### config.mk
export PLATFORM = sky130hd
export DESIGN_NAME = dvid_timing_gen
export DESIGN_NICKNAME = d
export VERILOG_FILES = /design/src/rtl/dvid_timing_gen.sv
export SDC_FILE = /design/constraint.sdc
export NUM_CORES = 1
export LEC_CHECK = 0
export ABC_AREA = 1
export CAP_MARGIN = 30
export CORE_ASPECT_RATIO = 1.25
export CORE_MARGIN = 3
export CORE_UTILIZATION = 50
export CTS_BUF_LIST = sky130_fd_sc_hd__clkbuf_8
export DETAILED_ROUTE_END_ITERATION = 10
export PLACE_DENSITY_LB_ADDON = 0.08
export SETUP_SLACK_MARGIN = 0.05
export SLEW_MARGIN = 20
export SYNTH_ARGS = -nofsm -noshare
export SYNTH_HDL_FRONTEND = slang
export SYNTH_SLANG_ARGS = --single-unit
### constraint.sdc
create_clock -name clk_pixel -period 1.8 [get_ports clk_pixel]
set_input_delay 0.54 -clock clk_pixel [delete_from_list [all_inputs] [get_ports clk_pixel]]
set_output_delay 0.54 -clock clk_pixel [all_outputs]
set_load 0.1 [all_outputs]
### src/rtl/dvid_timing_gen.sv
// Raster timing generator and pixel fetch/alignment stage feeding dvid; pix_* lead the dvid outputs by PIPE_LAT+1 cycles.
// Free-running with no enable or backpressure, because the downstream serializer cannot stall.
module dvid_timing_gen #(
  parameter int H_ACTIVE = 640,
  parameter int H_FP     = 16,
  parameter int H_SYNC   = 96,
  parameter int H_BP     = 48,
  parameter int V_ACTIVE = 480,
  parameter int V_FP     = 10,
  parameter int V_SYNC   = 2,
  parameter int V_BP     = 33,
  parameter bit HS_POL   = 1'b0,
  parameter bit VS_POL   = 1'b0,
  parameter int PIPE_LAT = 2,
  parameter int CW       = 11
) (
  input  logic          clk_pixel,
  input  logic          reset_n,
  output logic [CW-1:0] pix_x,
  output logic [CW-1:0] pix_y,
  output logic          pix_req,
  input  logic [23:0]   pix_rgb_in,
  output logic [7:0]    red_p,
  output logic [7:0]    green_p,
  output logic [7:0]    blue_p,
  output logic          blank,
  output logic          hsync,
  output logic          vsync,
  output logic          frame_start
);

  localparam int H_TOTAL = H_ACTIVE + H_FP + H_SYNC + H_BP;
  localparam int V_TOTAL = V_ACTIVE + V_FP + V_SYNC + V_BP;

  localparam logic [CW-1:0] H_LAST = CW'(H_TOTAL - 1);
  localparam logic [CW-1:0] V_LAST = CW'(V_TOTAL - 1);
  localparam logic [CW-1:0] H_ACT  = CW'(H_ACTIVE);
  localparam logic [CW-1:0] V_ACT  = CW'(V_ACTIVE);
  localparam logic [CW-1:0] HS_BEG = CW'(H_ACTIVE + H_FP);
  localparam logic [CW-1:0] HS_END = CW'(H_ACTIVE + H_FP + H_SYNC);
  localparam logic [CW-1:0] VS_BEG = CW'(V_ACTIVE + V_FP);
  localparam logic [CW-1:0] VS_END = CW'(V_ACTIVE + V_FP + V_SYNC);

  // Raw timing flags are active-high internally; polarity is applied only at the output register.
  typedef struct packed {
    logic act;
    logic hs;
    logic vs;
    logic fs;
  } tmg_t;

  logic [CW-1:0] hcnt;
  logic [CW-1:0] vcnt;
  tmg_t          st0;
  tmg_t          dly [PIPE_LAT+1];
  tmg_t          last;

  always_ff @(posedge clk_pixel) begin
    if (!reset_n) begin
      hcnt <= '0;
      vcnt <= '0;
    end else if (hcnt == H_LAST) begin
      hcnt <= '0;
      vcnt <= (vcnt == V_LAST) ? '0 : vcnt + CW'(1);
    end else begin
      hcnt <= hcnt + CW'(1);
    end
  end

  always_comb begin
    st0     = '0;
    st0.act = (hcnt < H_ACT) && (vcnt < V_ACT);
    st0.hs  = (hcnt >= HS_BEG) && (hcnt < HS_END);
    st0.vs  = (vcnt >= VS_BEG) && (vcnt < VS_END);
    st0.fs  = (hcnt == '0) && (vcnt == '0);
  end

  always_ff @(posedge clk_pixel) begin
    if (!reset_n) begin
      pix_x   <= '0;
      pix_y   <= '0;
      pix_req <= 1'b0;
    end else begin
      pix_x   <= hcnt;
      pix_y   <= vcnt;
      pix_req <= st0.act;
    end
  end

  // One stage matches the pix_req register, PIPE_LAT more cover the fetch latency.
  always_ff @(posedge clk_pixel) begin
    if (!reset_n) begin
      for (int i = 0; i <= PIPE_LAT; i++) dly[i] <= '0;
    end else begin
      dly[0] <= st0;
      for (int i = 1; i <= PIPE_LAT; i++) dly[i] <= dly[i-1];
    end
  end

  assign last = dly[PIPE_LAT];

  always_ff @(posedge clk_pixel) begin
    if (!reset_n) begin
      red_p       <= '0;
      green_p     <= '0;
      blue_p      <= '0;
      blank       <= 1'b1;
      hsync       <= ~HS_POL;
      vsync       <= ~VS_POL;
      frame_start <= 1'b0;
    end else begin
      // Fetch data is only trusted when its own request was issued.
      red_p       <= last.act ? pix_rgb_in[23:16] : 8'h00;
      green_p     <= last.act ? pix_rgb_in[15:8]  : 8'h00;
      blue_p      <= last.act ? pix_rgb_in[7:0]   : 8'h00;
      blank       <= ~last.act;
      hsync       <= ~(last.hs ^ HS_POL);
      vsync       <= ~(last.vs ^ VS_POL);
      frame_start <= last.fs;
    end
  end

endmodule

==> results by group <==
Timing
  – Crit share post-route: 0.8921
  – RSZ-0062 raised after global routing: yes
  – Clock Skews: 0.008562 ns
  – Fin crit period: 1.606 ns
  – Setup TNS: 0 ns
  – FMAX: 622.8 MHz
  – Slew Limit Fails: 0
  – Fin Hold WS: between 0.3 and 0.4 ns
  – Slew at the pin with the worst max-slew slack: 0.4095 ns
  – Relative slew slack: 0.7249
  – Hold Violations, Final: 0
  – Final setup violation count: 0

Detailed routing
  – Final routed DRC violation total: 0
  – Iteration-0 DRC Markers: ~100
  – Wire length per cell: 11.86 um
  – Post-Route WL: 6215 um
  – Via/cell ratio: 4.643
  – Routed Antenna Nets: 0
  – Via Count: 2433
  – DR pass1 iterations: 4

Clock network
  – Post CTS Setup Buffer Count: 0
  – CTS buffer count: 9
  – CTS tree: yes
  – Clock Tree Buf Depth: 2
  – H-tree levels: 3
  – Resized Gates After CTS: 0
  – Sink Count: 84
  – Post-CTS Hold Buffers: 0
  – Clock transition at path regs: 0.08 ns
  – Clk Latency, worst-skew pair: around 0.35 ns
  – Root buffer cell: clkbuf_8

Floorplanning
  – Die ar.: 6870 sq um
  – Initial Utilization: 0.5315
  – Chip Height: 91.92 um
  – Core area: 5555 sq um
  – Row count: 30
  – Ports: 77
  – Die width: 74.74 um

Synthesis
  – Library cells used by synthesis: 32
  – Share of the yosys chip area belonging to registers: 0.5695
  – Synth Register Bits: 84
  – Avg Inst Size Synth: ~8.0 sq um
  – Synth area leader: dfxtp_1
  – Synth warnings: 0
  – Top cell type's share of synthesized area: 0.5695
  – Mapped Nets: 400
  – Syn Std Cell Area: 2953 sq um
  – Gate Count Post-Synth: 370
  – Most area-consuming cells after synthesis: dfxtp_1, inv_1, nand2_1

Setup path
  – Setup slack, reg-to-reg: 0.19 ns
  – Worst path required time: 2.05 ns
  – WS Path Type: reg -> reg
  – Worst r2r path cells: 8
  – Crit end category: flip-flop
  – Worst path max stage delay: 0.40 ns
  – Worst path slowest cell: dfxtp_1
  – Worst r2r dst: vcnt[3]
  – CP cell instances: ha_1 -> nand3_2 -> inv_2 -> nand3_4 -> nand2_4 -> nand2_2 -> nand2_1 -> nor2_1
  – Startpoint type of the worst setup path: flip-flop
  – Worst-path fanout max: 11
  – Worst reg2reg startpoint: hcnt[0]
  – CP Data Arrival Time: ~1.9 ns

Global route
  – Largest net degree at the start of global routing: 26
  – Initial antenna violation count: 0
  – First-pass GRT wire length: between 10000 and 15000 um
  – Vias in the first global route: approximately 2400
  – Grt total ovfl: 0
  – GRT Total Usage: 0.1944

Final layout
  – Share of layout cells above drive strength 1: 0.1870
  – Layout area overhead: 52.97%
  – Fill cells: 337
  – Most common cell after layout, fill and taps aside: inv_1
  – Nets@finish: 485
  – Final cell count without fillers: ~520
  – Most frequent cells in the layout: inv_1, dfxtp_1, nand2_1, nor2_1, buf_12
  – # diodes: 0

Place
  – Port Buffer Count: 76
  – Gpl congestion: 0.8712
  – DP Cell Count: 508
  – DP HPWL: 4832 um

Flow run
  – Max cap viols: 0

Hold path
  – Hold_sp: dly[0][9]
  – Hold depth: 1
  – Worst hold path type: reg -> reg
  – Hold Path Sink: vsync

Pwr
  – Worst IR Drop VDD: 570.7 uV
  – Total power: 3.493 mW
  – Power Dens Cells: 773.4 nW/um^2
  – P_leak: 2.199 nW

Status
  – Status: finished, final reports clean
sequential cells by signal, summed over array words and instances (netlist names):
register     count
blue_p           8
vcnt            11
frame_start      1
green_p          8
hcnt            11
red_p            8
pix_x           11
blank            1
hsync            1
pix_y           11
dly             12
vsync            1
where the power goes:
part / internal [mW] / leakage (nW) / total (mW) / switching (mW)
sequential: 1.88 / 0.680 / 1.90 / 0.0195
clock: 0.635 / 0.100 / 1.28 / 0.648
combinational: 0.132 / 1.42 / 0.307 / 0.175
cells by family (layout without fill, tap and decap cells):
kind of cell | count (synthesis) | after routing | share of synthesized area
compound gates | 16 | 16 | 0.03221
fa+ha+maj | 4 | 4 | 0.01695
buf+inv | 94 | 184 | 0.1241
flops | 84 | 84 | 0.5695
simple gates | 169 | 169 | 0.2483
xor+xnor | 3 | 3 | 0.008900
cell type report:
cell class | instances | area [sq um] | share of cell area
clock buffer | 9 | 123.9 | 0.02742
clock inverter | 7 | 68.82 | 0.01524
inverter | 86 | 324.1 | 0.07175
multi-input combinational | 192 | 909.6 | 0.2014
sequential | 84 | 1682 | 0.3723
tap | 64 | 80.08 | 0.01773
timing repair buffer | 82 | 1329 | 0.2942
how the worst max path moves through the flow:
stage               depth (start not counted)  slack (ns)        end       from
finish                                      8        0.19    vcnt[3]    hcnt[0]
global route                                8        0.03    vcnt[2]    hcnt[0]
CTS                                         8        0.11    vcnt[2]    hcnt[0]
detailed placement                          6       -0.06  dly[0][1]    reset_n
global placement                            6      -0.008  dly[0][1]    reset_n
floorplan                                   0        0.34    pix_req  dly[0][3]
synthesized netlist by cell type, drive strengths merged:
| master | count |
|---|---|
| ha | 4 |
| dfxtp | 84 |
| a211oi | 2 |
| nand4 | 2 |
| clkbuf | 2 |
| nor3 | 9 |
| o21a | 1 |
| o21ai | 4 |
| buf | 6 |
| nor2 | 61 |
| clkinv | 1 |
| nand3 | 15 |
| nor4 | 2 |
| o22ai | 1 |
| a21oi | 6 |
| or2 | 1 |
| nand2 | 78 |
| nor3b | 1 |
| o21bai | 1 |
| xor2 | 3 |
| a2111oi | 1 |
| inv | 85 |
worst max-delay path: cells and delay by family (launching register included):
family / cells / cell delay [ns]
flip-flops: 1 / 0.40
buffers and inverters: 1 / 0.12
adder cells (fa/ha/maj): 1 / 0.23
AND/OR/NAND/NOR: 6 / 0.75
metrics by stage:
step / util / cell area (sq um) / setup slack (ns)
finish: 0.8131 / 4517 / 0.1943
global route: 0.8131 / 4517 / 0.03142
CTS: 0.8122 / 4512 / 0.1141
detailed placement: 0.7775 / 4319 / -0.06249
global placement: 0.7775 / 4319 / -0.008090
floorplan: - / 2953 / 0.3354
routing by layer:
metal	routed length (um)	vias to the layer above	global-route usage	share of wire
met5	0	-	0	0
met2	3189	80	0.3394	0.51
met3	357	13	0.04715	0.057
li1	-	1257	-	-
met4	168	0	0.1068	0.027
met1	2500	1083	0.2070	0.40
Power figures use the tool's default switching activity.
